$ cat src/rtl/alu_issue_ctrl.sv
// ============================================================================
//  Module   : alu_issue_ctrl
//  Function : Single-issue operand fetch / ALU drive / writeback controller
//             with an 8 x 9-bit register file (r0 reads zero).
//             Define ALU_ISSUE_PERF_EN to add the retired_cnt output.
//  Revision : 1.0  initial release
// ============================================================================
`default_nettype none

module alu_issue_ctrl #(
  parameter int DATA_W = 9,
  parameter int NREGS  = 8,
  localparam int IDX_W = $clog2(NREGS)
) (
  input  logic              clk,
  input  logic              rst,
  input  logic              in_valid,
  output logic              in_ready,
  input  logic [1:0]        in_op,
  input  logic [IDX_W-1:0]  in_rd,
  input  logic [IDX_W-1:0]  in_rs,
  input  logic [IDX_W-1:0]  in_rt,
  input  logic              in_use_imm,
  input  logic [DATA_W-1:0] in_imm,
  output logic [DATA_W-1:0] alu_a,
  output logic [DATA_W-1:0] alu_b,
  output logic [1:0]        alu_sel,
  input  logic [DATA_W-1:0] alu_result,
  output logic              done,
  output logic [DATA_W-1:0] wb_data,
  output logic              eq_flag,
`ifdef ALU_ISSUE_PERF_EN
  output logic [15:0]       retired_cnt,
`endif
  input  logic [IDX_W-1:0]  dbg_addr,
  output logic [DATA_W-1:0] dbg_data
);

  localparam logic [1:0] S_IDLE = 2'd0;
  localparam logic [1:0] S_READ = 2'd1;
  localparam logic [1:0] S_EXEC = 2'd2;
  localparam logic [1:0] S_WB   = 2'd3;

  localparam logic [1:0] c_OP_EQ = 2'b10;

  logic [1:0]        r_state;
  logic [1:0]        r_op;
  logic [IDX_W-1:0]  r_rd;
  logic [IDX_W-1:0]  r_rs;
  logic [IDX_W-1:0]  r_rt;
  logic              r_use_imm;
  logic [DATA_W-1:0] r_imm;
  logic [DATA_W-1:0] r_alu_a;
  logic [DATA_W-1:0] r_alu_b;
  logic [1:0]        r_alu_sel;
  logic [DATA_W-1:0] r_wb_data;
  logic              r_eq;
  logic [DATA_W-1:0] r_rf [NREGS];

  logic              w_accept;
  logic [DATA_W-1:0] w_rs_val;
  logic [DATA_W-1:0] w_rt_val;

  assign in_ready = (r_state == S_IDLE) && !rst;
  assign w_accept = in_valid && in_ready;

  // Index 0 is forced to zero on every read port, independent of storage.
  assign w_rs_val = (r_rs == '0)     ? '0 : r_rf[r_rs];
  assign w_rt_val = (r_rt == '0)     ? '0 : r_rf[r_rt];
  assign dbg_data = (dbg_addr == '0) ? '0 : r_rf[dbg_addr];

  assign alu_a   = r_alu_a;
  assign alu_b   = r_alu_b;
  assign alu_sel = r_alu_sel;
  assign wb_data = r_wb_data;
  assign eq_flag = r_eq;
  assign done    = (r_state == S_WB);

  always_ff @(posedge clk or posedge rst) begin
    if (rst) begin
      r_state   <= S_IDLE;
      r_op      <= 2'b00;
      r_rd      <= '0;
      r_rs      <= '0;
      r_rt      <= '0;
      r_use_imm <= 1'b0;
      r_imm     <= '0;
      r_alu_a   <= '0;
      r_alu_b   <= '0;
      r_alu_sel <= 2'b00;
      r_wb_data <= '0;
      r_eq      <= 1'b0;
      for (int i = 0; i < NREGS; i++) begin
        r_rf[i] <= '0;
      end
    end else begin
      case (r_state)
        S_IDLE: begin
          if (w_accept) begin
            r_op      <= in_op;
            r_rd      <= in_rd;
            r_rs      <= in_rs;
            r_rt      <= in_rt;
            r_use_imm <= in_use_imm;
            r_imm     <= in_imm;
            r_state   <= S_READ;
          end
        end
        S_READ: begin
          // Operands land directly in the ALU drive registers so they are
          // stable for the whole EXEC cycle.
          r_alu_a   <= w_rs_val;
          r_alu_b   <= r_use_imm ? r_imm : w_rt_val;
          r_alu_sel <= r_op;
          r_state   <= S_EXEC;
        end
        S_EXEC: begin
          r_wb_data <= alu_result;
          r_state   <= S_WB;
        end
        S_WB: begin
          if (r_op == c_OP_EQ) begin
            r_eq <= r_wb_data[0];
          end else if (r_rd != '0) begin
            r_rf[r_rd] <= r_wb_data;
          end
          r_state <= S_IDLE;
        end
        default: r_state <= S_IDLE;
      endcase
    end
  end

`ifdef ALU_ISSUE_PERF_EN
  logic [15:0] r_retired;

  always_ff @(posedge clk or posedge rst) begin
    if (rst) begin
      r_retired <= 16'd0;
    end else if (r_state == S_WB) begin
      r_retired <= r_retired + 16'd1;
    end
  end

  assign retired_cnt = r_retired;
`endif

endmodule

`default_nettype wire

$ cat config.mk
export PLATFORM = sky130hd
export DESIGN_NAME = alu_issue_ctrl
export DESIGN_NICKNAME = d
export VERILOG_FILES = /design/src/rtl/alu_issue_ctrl.sv
export SDC_FILE = /design/constraint.sdc
export NUM_CORES = 1
export LEC_CHECK = 0
export CORE_AREA = 2 2 103 115
export CTS_BUF_LIST = sky130_fd_sc_hd__clkbuf_2 sky130_fd_sc_hd__clkbuf_4 sky130_fd_sc_hd__clkbuf_8
export CTS_CLUSTER_DIAMETER = 200
export DETAILED_ROUTE_END_ITERATION = 8
export DIE_AREA = 0 0 105 117
export GPL_TIMING_DRIVEN = 0
export PLACE_DENSITY_LB_ADDON = 0.15
export SYNTH_ARGS = -nofsm -noshare
export SYNTH_HDL_FRONTEND = slang
export SYNTH_SLANG_ARGS = --single-unit
$ cat constraint.sdc
create_clock -name clk -period 4.9 [get_ports clk]
set_input_delay 0.98 -clock clk [delete_from_list [all_inputs] [get_ports clk]]
set_output_delay 0.98 -clock clk [all_outputs]
set_load 0.01 [all_outputs]
======== Word-level counts from Yosys, hierarchy flattened ========
Index checks and enable logic that the tools add are counted.
word-level totals
  flip-flop bits (word level) ............. 125
  output and inout port bits .............. 41
  logic and storage cells ................. 65
  bits of input ports ..................... 36
cells by class
  mux-type cells .......................... 18
  magnitude comparators ................... 5
  bitwise gates (word level) .............. 5
  reductions and logical operators ........ 12
  eq/ne operators ......................... 5
operator list
  kind                  number
  $mux W9               11
  $bmux W9 S3           3
  $bwmux W72            1
  $demux W9 S3          1
  $ge A4 B4 Y1 const B  4
  $not A3 Y4            4
  $logic_not A3 Y1      3
  $pmux W2 S4           1
  $eq A2 B2 Y1 const B  3
  $lt A4 B1 Y1 const B  1
  $reduce_and A2 Y1     2
  $logic_and A1 B1 Y1   3
  $reduce_and A3 Y1     1
  $reduce_bool A3 Y1    1
  $eq A2 B1 Y1 const B  1
  $logic_not A2 Y1      1
  $mux W2               1
  $ne A2 B2 Y1 const B  1
  $logic_not A1 Y1      1
  $not A1 Y1            1

======== Depth between registers and ports, before layout ========
Gate-level depths: netlist (run 1).
  depth in word-level cells ............... 6
  mapped depth ............................ 6
  gate-level depth less buffers ........... 6

======== Worst setup path after synthesis (run 1) ========
No wires, ideal clock.
  path type ............................... input-to-output
  start point ............................. in dbg_addr[0]
  end point ............................... out dbg_data[8]
  stages .................................. 5
  path slack .............................. 1,755 ps
  data required time ...................... 3,920 ps
  data arrival time ....................... 2,165 ps
  buffers on the path ..................... 2
  path through ............................ buf_2 buf_2 mux4_2 nand2_1 o21ai_0
between the ends
  word-level cells in the longest chain between the ends .. 5
ends and longest elaborated chain
  item                                        line  text
  from (decl)                                 35    input logic [IDX_W-1:0] dbg_addr,
  $not A3 Y4 (not written as such)            70    assign dbg_data = (dbg_addr == '0) ? '0 : r_rf[dbg_addr];
  $bmux W9 S3                                 70
  $mux W9 (not written as such) (2 in a row)  70
  $mux W9 (*)                                 70
  to (decl)                                   36    output logic [DATA_W-1:0] dbg_data
Every way passes the cells marked *; elsewhere a longest branch is shown, timed or not. The select of a mux whose other input is x is not followed.

======== Final worst setup path (run 1) ========
Same ends and word-level chain as after synthesis.

==> results.cfg, run 1 <==
[critical_path]
crit_family = buffers and inverters
critPathKind = input port to output pin
slowest_stage = mux4_2
worstPathMaxFanout = 10
max_stage_delay_ns = 0.54
cp.arrival_ns = 2.95
r2r_setup_slack_ns = 2.47
critical_path.cell_chain = buf_2 -> buf_2 -> mux4_2 -> nand2_1 -> o21ai_0 -> clkdlybuf4s50_1
reg2regPathDepth = 6
r2r_end = alu_b[0]$_DFFE_PP0N_
worstPathRequired_ns = 3.92
cp-end-kind = output pin
crit_buf_inv = 3
critPathMostFrequentCell = buf_2
startpoint_type = input port
r2r_start = r_state[1]$_DFFE_PP0P_

[run]
max_cap_viol_count = 0

[floorplan]
die_w_microns = 105
num_rows = 41
die-area_sq_um = 12300
die_h_microns = 117
ios = 77
coreArea_sq_um = 11200
start_util_pct = 54.1

[placed_design]
place_worst_setup_slack_ns = 0.989
port_buffers = 73
detailed_place.area_sq_um = 7000
place_congestion = 0.910
dp_hpwl_microns = 10600

[synthesis]
synth_cells = 459
yosysTopAreaCellShare_pct = 48.0
netlist_area_sq_um = 6050
yosys.area.top_type = dfrtp_1
synth_edf_count = 0
synthTopCellsByArea = dfrtp_1 48%, mux2_2 24%, mux4_2 7.1%
ys_seq_area_share_pct = 48.0
synth_cell_types = 35
synthMostInstantiatedCell = mux2_2
async_reset_ff_share_pct = 100
ys.flop_type = dfrtp_1
yosys_warnings = 0
syn_area_per_cell_sq_um = 13.2
synth_common_cells = 129 x mux2_2, 116 x dfrtp_1, 22 x o21ai_0
ys_ff_latch = 116
syn_nets = 500

[cts]
post-cts-setup-buffers = 0
h-tree-depth = 4
post_cts_resized = 0
clkLatencyLatePin_ns = 0.44
cts_buffers = 17
clock_sinks = 116
cts_tree = done
clk_path_buf_depth = 2
cts_hold_buf = 0
root_buffer = clkbuf_8
path_clk_slew_ns = 0.06

[layout]
layout-drive-gt1-share_pct = 36.9
antenna_cells = 0
fin_nets = 593
final_cell_area_sq_um = 7380
areaGrowthSynthToFinish_pct = 22.1

[sta]
hold_violations = 0
worstMarginPinSlew_ns = 1.31
rsz0062_at_grt = false
fin_crit_ns = 3.93
fmax_ghz = 0.255
relSlewSlack_pct = 12.2
layout_setup_ws_ns = 0.973
maxSlewViolCount = 0
skew_ns = 0.00914
setup_viol = 0
period_share_pct = 80.2

[run_status]
status = finished, final reports clean

[grt]
grt_use_met3_pct = 7.53
grt_pass1_vias = 4602
met1_usage_pct = 35.0
antenna_found_initial = 0
grt_max_degree = 68
grt_overflow_total = 0
grtUsageMet2_pct = 45.5
top_usage_layer = met2
grt_first_pass_wirelength_microns = 25600
grt_usage_pct = 28.7

[pwr]
power.leakage_uw = 0.00317
power.density_nw_per_um2 = 679
ir_drop_uv = 342

[routing]
wire_per_inst_microns = 23.4
num_vias = 4404
drtAntennaViolNets = 0
routed_via_density = 6.19
wl_microns = 16600
first_iter_violations = 268
dr.pass1.iters = 5
drcViolationCount = 0

[hold_path]
hold_path_class = register to register
min_from = r_imm[8]$_DFFE_PP0P_
worstHoldEndpoint = r_imm[8]$_DFFE_PP0P_
min_path_cells = 1
## through the flow
| step | power (uW) | utilization [%] | TNS, ns | hold slack, ns | cells |
|---|---|---|---|---|---|
| global route | 5290 | 66.0 | 0 | 0.520 | 711 |
| finish | 5010 | 66.0 | 0 | 0.499 | 711 |
| floorplan | 3260 | - | 0 | 0.470 | 459 |
| global placement | 4020 | 62.3 | -89.52 | 0.484 | 682 |
| CTS | 5010 | 66.0 | 0 | 0.501 | 711 |
| detailed placement | 4110 | 62.6 | 0 | 0.487 | 683 |
## per-layer routing
metal | up-vias | wire (microns) | part of all wire (%)
met3 | 72 | 1190 | 7.2
met1 | 2207 | 6570 | 40
met5 | - | 0 | 0
met2 | 219 | 7880 | 47
met4 | 0 | 990 | 6.0
li1 | 1906 | - | -
## flip-flops by register name, indices dropped and copies added, names as in the netlist, 2 cells and up
signal	count
alu_a	9
alu_b	9
alu_sel	2
r_imm	9
r_op	2
r_rd	3
r_rf	63
r_rs	3
r_rt	3
r_state	2
wb_data	9
## where the power goes
| group | switching, uW | internal, uW |
|---|---|---|
| sequential | 448 | 1410 |
| combinational | 1030 | 1250 |
| clock | 363 | 511 |
## cell type report
class                   instances  area [sq um]
multi-input cells             293          2940
clock buffers                  23           310
well taps                     150           188
inverters                      18          70.1
plain buffers                  32           139
flip-flops and latches        116          2900
clock inverters                 5          75.1
fillers                       888          3800
repair buffers                 74           758
## cells in the final DEF (no fill, tap or decap), types with 2 or more instances in the layout
cell / synthesis / final
a22o_1: 3 / 3
a21oi_1: 11 / 11
bufinv_16: 0 / 2
o221ai_1: 7 / 7
nand2_1: 20 / 20
or2_2: 2 / 2
mux2i_1: 12 / 12
ha_1: 5 / 5
o21ai_0: 22 / 22
clkinv_2: 0 / 3
mux2_4: 9 / 9
mux2_2: 129 / 129
nor2_2: 2 / 2
clkbuf_1: 18 / 18
a22oi_1: 12 / 12
buf_2: 9 / 9
o22ai_1: 5 / 5
buf_1: 4 / 4
nor2b_1: 5 / 5
mux4_2: 19 / 19
inv_1: 18 / 17
a221oi_1: 11 / 11
dfrtp_1: 116 / 116
nand3b_1: 3 / 3
nor2_1: 4 / 4
clkdlybuf4s50_1: 0 / 73
clkbuf_8: 0 / 22
nand2b_1: 2 / 2
## worst max-delay path by stage
stage | from | endpoint | slack [ns] | cells past startpoint
after floorplan | rst | alu_a[0]$_DFFE_PP0N_ | 0.85 | 1
after global placement | rst | alu_a[2]$_DFFE_PP0N_ | -0.78 | 2
after detailed placement | dbg_addr[0] | dbg_data[8] | 0.99 | 6
after CTS | dbg_addr[0] | dbg_data[8] | 0.97 | 6
after global routing | dbg_addr[1] | dbg_data[8] | 0.83 | 6
final | dbg_addr[0] | dbg_data[8] | 0.97 | 6
## kinds of logic after synthesis
| logic type | synth area share, % |
|---|---|
| flip-flops | 48.0 |
| adder cells (fa/ha/maj) | 1.03 |
| buffers and inverters | 3.41 |
| AO/OA/AOI/OAI | 8.40 |
| AND/OR/NAND/NOR | 3.83 |
| multiplexers | 35.3 |
Note: power is estimated with default switching activity, not from simulation.
==> run 2: changes to the inputs <==
CORE_AREA = 2 2 106 119   (was 2 2 103 115)
DIE_AREA = 0 0 108 121   (was 0 0 105 117)
clock period = 3.15 ns   (was 4.9 ns; I/O delays follow)
==> run 2 against run 1 <==
First-iteration DRC count rose by 4.1%. Die area increased by 6.4%. Utilization down 3.3 points. Final area rose by 0.46%. Via count fell by 0.48%. Clock power grew 48%. Final cell count up 1.3%. Sequential share of layout area is 0.18 points lower.
==> results.cfg, run 2 (synthesis results as in run 1) <==
[run_status]
status = finished, final reports clean

[critical_path]
r2r_setup_slack_ns = 0.80
crit_end = dbg_data[8]
max_stage_delay_ns = 0.52
worstPathMaxFanout = 10
cp.depth = 6
critPathKind = input port to output pin
crit_buf_inv = 3
slowest_stage = clkdlybuf4s50_1
worstPathRequired_ns = 2.52
critical_path.cell_chain = buf_2 -> clkbuf_4 -> mux2_2 -> a22oi_1 -> o21ai_0 -> clkdlybuf4s50_1
startpoint = dbg_addr[1]
r2r_start = r_state[1]$_DFFE_PP0P_
cp.arrival_ns = 2.45
reg2regPathDepth = 4
r2r_end = r_rf[28]$_DFFE_PP0P_
cp-end-kind = output pin
startpoint_type = input port
crit_family = buffers and inverters

[layout]
fin_util_pct = 62.7
largest_register_ffs = 63
antenna_cells = 0
regArea_sq_um = 2900
fillers = 944
areaGrowthSynthToFinish_pct = 22.6
final_common_cell = mux2_2
multiInputGateArea_sq_um = 2940
fin_nets = 595
mostFrequentLayoutCells = 129 x mux2_2, 116 x dfrtp_1, 73 x clkdlybuf4s50_1, 22 x o21ai_0
instances_no_fill = 720
layout-drive-gt1-share_pct = 37.8
regMostFlops = r_rf

[cts]
h-tree-depth = 4
path_clk_slew_ns = 0.07
cts_buffers = 17
cts_tree = done
clk_path_buf_depth = 2
root_buffer = clkbuf_8
cts_hold_buf = 0
post-cts-setup-buffers = 0
clock_sinks = 116
clkLatencyLatePin_ns = 0.44

[grt]
grt_max_degree = 44
grt_first_pass_wirelength_microns = 24800
grt_pass1_vias = 4595
antenna_found_initial = 0
grt_usage_pct = 26.2
grt_overflow_total = 0

[sta]
setup_viol = 0
fin_crit_ns = 3.08
worstMarginPinSlew_ns = 1.25
hold_violations = 0
relSlewSlack_pct = 16.1
maxSlewViolCount = 0
rsz0062_at_grt = false
skew_ns = 0.00632
period_share_pct = 97.6
fmax_ghz = 0.325

[floorplan]
num_rows = 42
die_h_microns = 121
coreArea_sq_um = 11800
die_w_microns = 108
start_util_pct = 51.1
die-area_sq_um = 13100
ios = 77

[pwr]
power.leakage_uw = 0.00318
power.density_nw_per_um2 = 1040
ir_drop_uv = 565

[routing]
wl_microns = 16200
num_vias = 4383
routed_via_density = 6.09
first_iter_violations = 279
wire_per_inst_microns = 22.5
drcViolationCount = 0
drtAntennaViolNets = 0
dr.pass1.iters = 5

[placed_design]
place_inst = 689
place_congestion = 0.887
port_buffers = 73
dp_hpwl_microns = 10800

[hold_path]
hold_path_class = register to register
min_from = r_imm[8]$_DFFE_PP0P_

[run]
max_cap_viol_count = 0
## run 2: cell types whose count changed in the layout (fill, tap and decap cells not counted), moves of 2 or more
cell and delta:
clkbuf_1 -2, buf_2 -3, buf_12 +3, clkbuf_8 -2, clkbuf_4 +6, clkbuf_2 +2
buf_4 +2
## run 2: what timing repair did
action	4_1_cts	5_1_grt
endpoints found under the setup margin	2	1
pin swaps	0	0
endpoints found under the hold margin	0	0
resized for setup	3	3
## run 2: report_power, final
group          total, uW  internal (uW)  switching [uW]
Sequential          2880           2190             690
Combinational       3520           1950            1570
Clock               1290            728             562
Total               7690           4870            2820
## run 2: cell type report
| cell class | instances | share of cell area (%) |
|---|---|---|
| well taps | 154 | 2.60 |
| repair buffers | 76 | 10.7 |
| plain buffers | 32 | 2.01 |
| clock inverters | 5 | 0.675 |
| multi-input cells | 293 | 39.6 |
| inverters | 18 | 0.962 |
| clock buffers | 26 | 4.32 |
| flip-flops and latches | 116 | 39.1 |
## run 2: worst min path at each step
| stage | endpoint | slack (ns) | depth (start not counted) |
|---|---|---|---|
| after CTS | r_imm[8]$_DFFE_PP0P_ | 0.51 | 1 |
| after global placement | r_imm[8]$_DFFE_PP0P_ | 0.48 | 1 |
| after detailed placement | r_imm[8]$_DFFE_PP0P_ | 0.49 | 1 |
| final | r_imm[8]$_DFFE_PP0P_ | 0.50 | 1 |
| after global routing | eq_flag$_DFFE_PP0P_ | 0.52 | 1 |
| after floorplan | r_imm[8]$_DFFE_PP0P_ | 0.47 | 1 |
## run 2: metal layers
layer / part of all wire [%] / wire, microns / track usage, % / up-vias
met4: 4.4 / 714 / 14.4 / 0
li1: - / - / - / 1907
met3: 4.7 / 765 / 5.16 / 61
met2: 50 / 8090 / 42.7 / 168
met1: 41 / 6630 / 32.8 / 2247
met5: 0 / 0 / 0 / -
## run 2: through the flow
stage / total power [uW] / TNS, ns / hold WS (ns) / area [sq um] / worst slack [ns]
after floorplan: 5070 / 0 / 0.470 / 6050 / 0.705
after global placement: 6260 / -0.0986 / 0.484 / 6970 / -0.0986
after detailed placement: 6380 / -0.0950 / 0.491 / 7030 / -0.0950
after CTS: 7690 / 0 / 0.506 / 7410 / 0.0336
after global routing: 8130 / 0 / 0.518 / 7410 / 0.0582
final: 7690 / 0 / 0.502 / 7410 / 0.0743
==> run 3: changes to the inputs <==
TNS_END_PERCENT = 1   (was not set)
==> results of run 3 <==
Same layout as run 2: the final DEF is identical, and so are final timing and power.
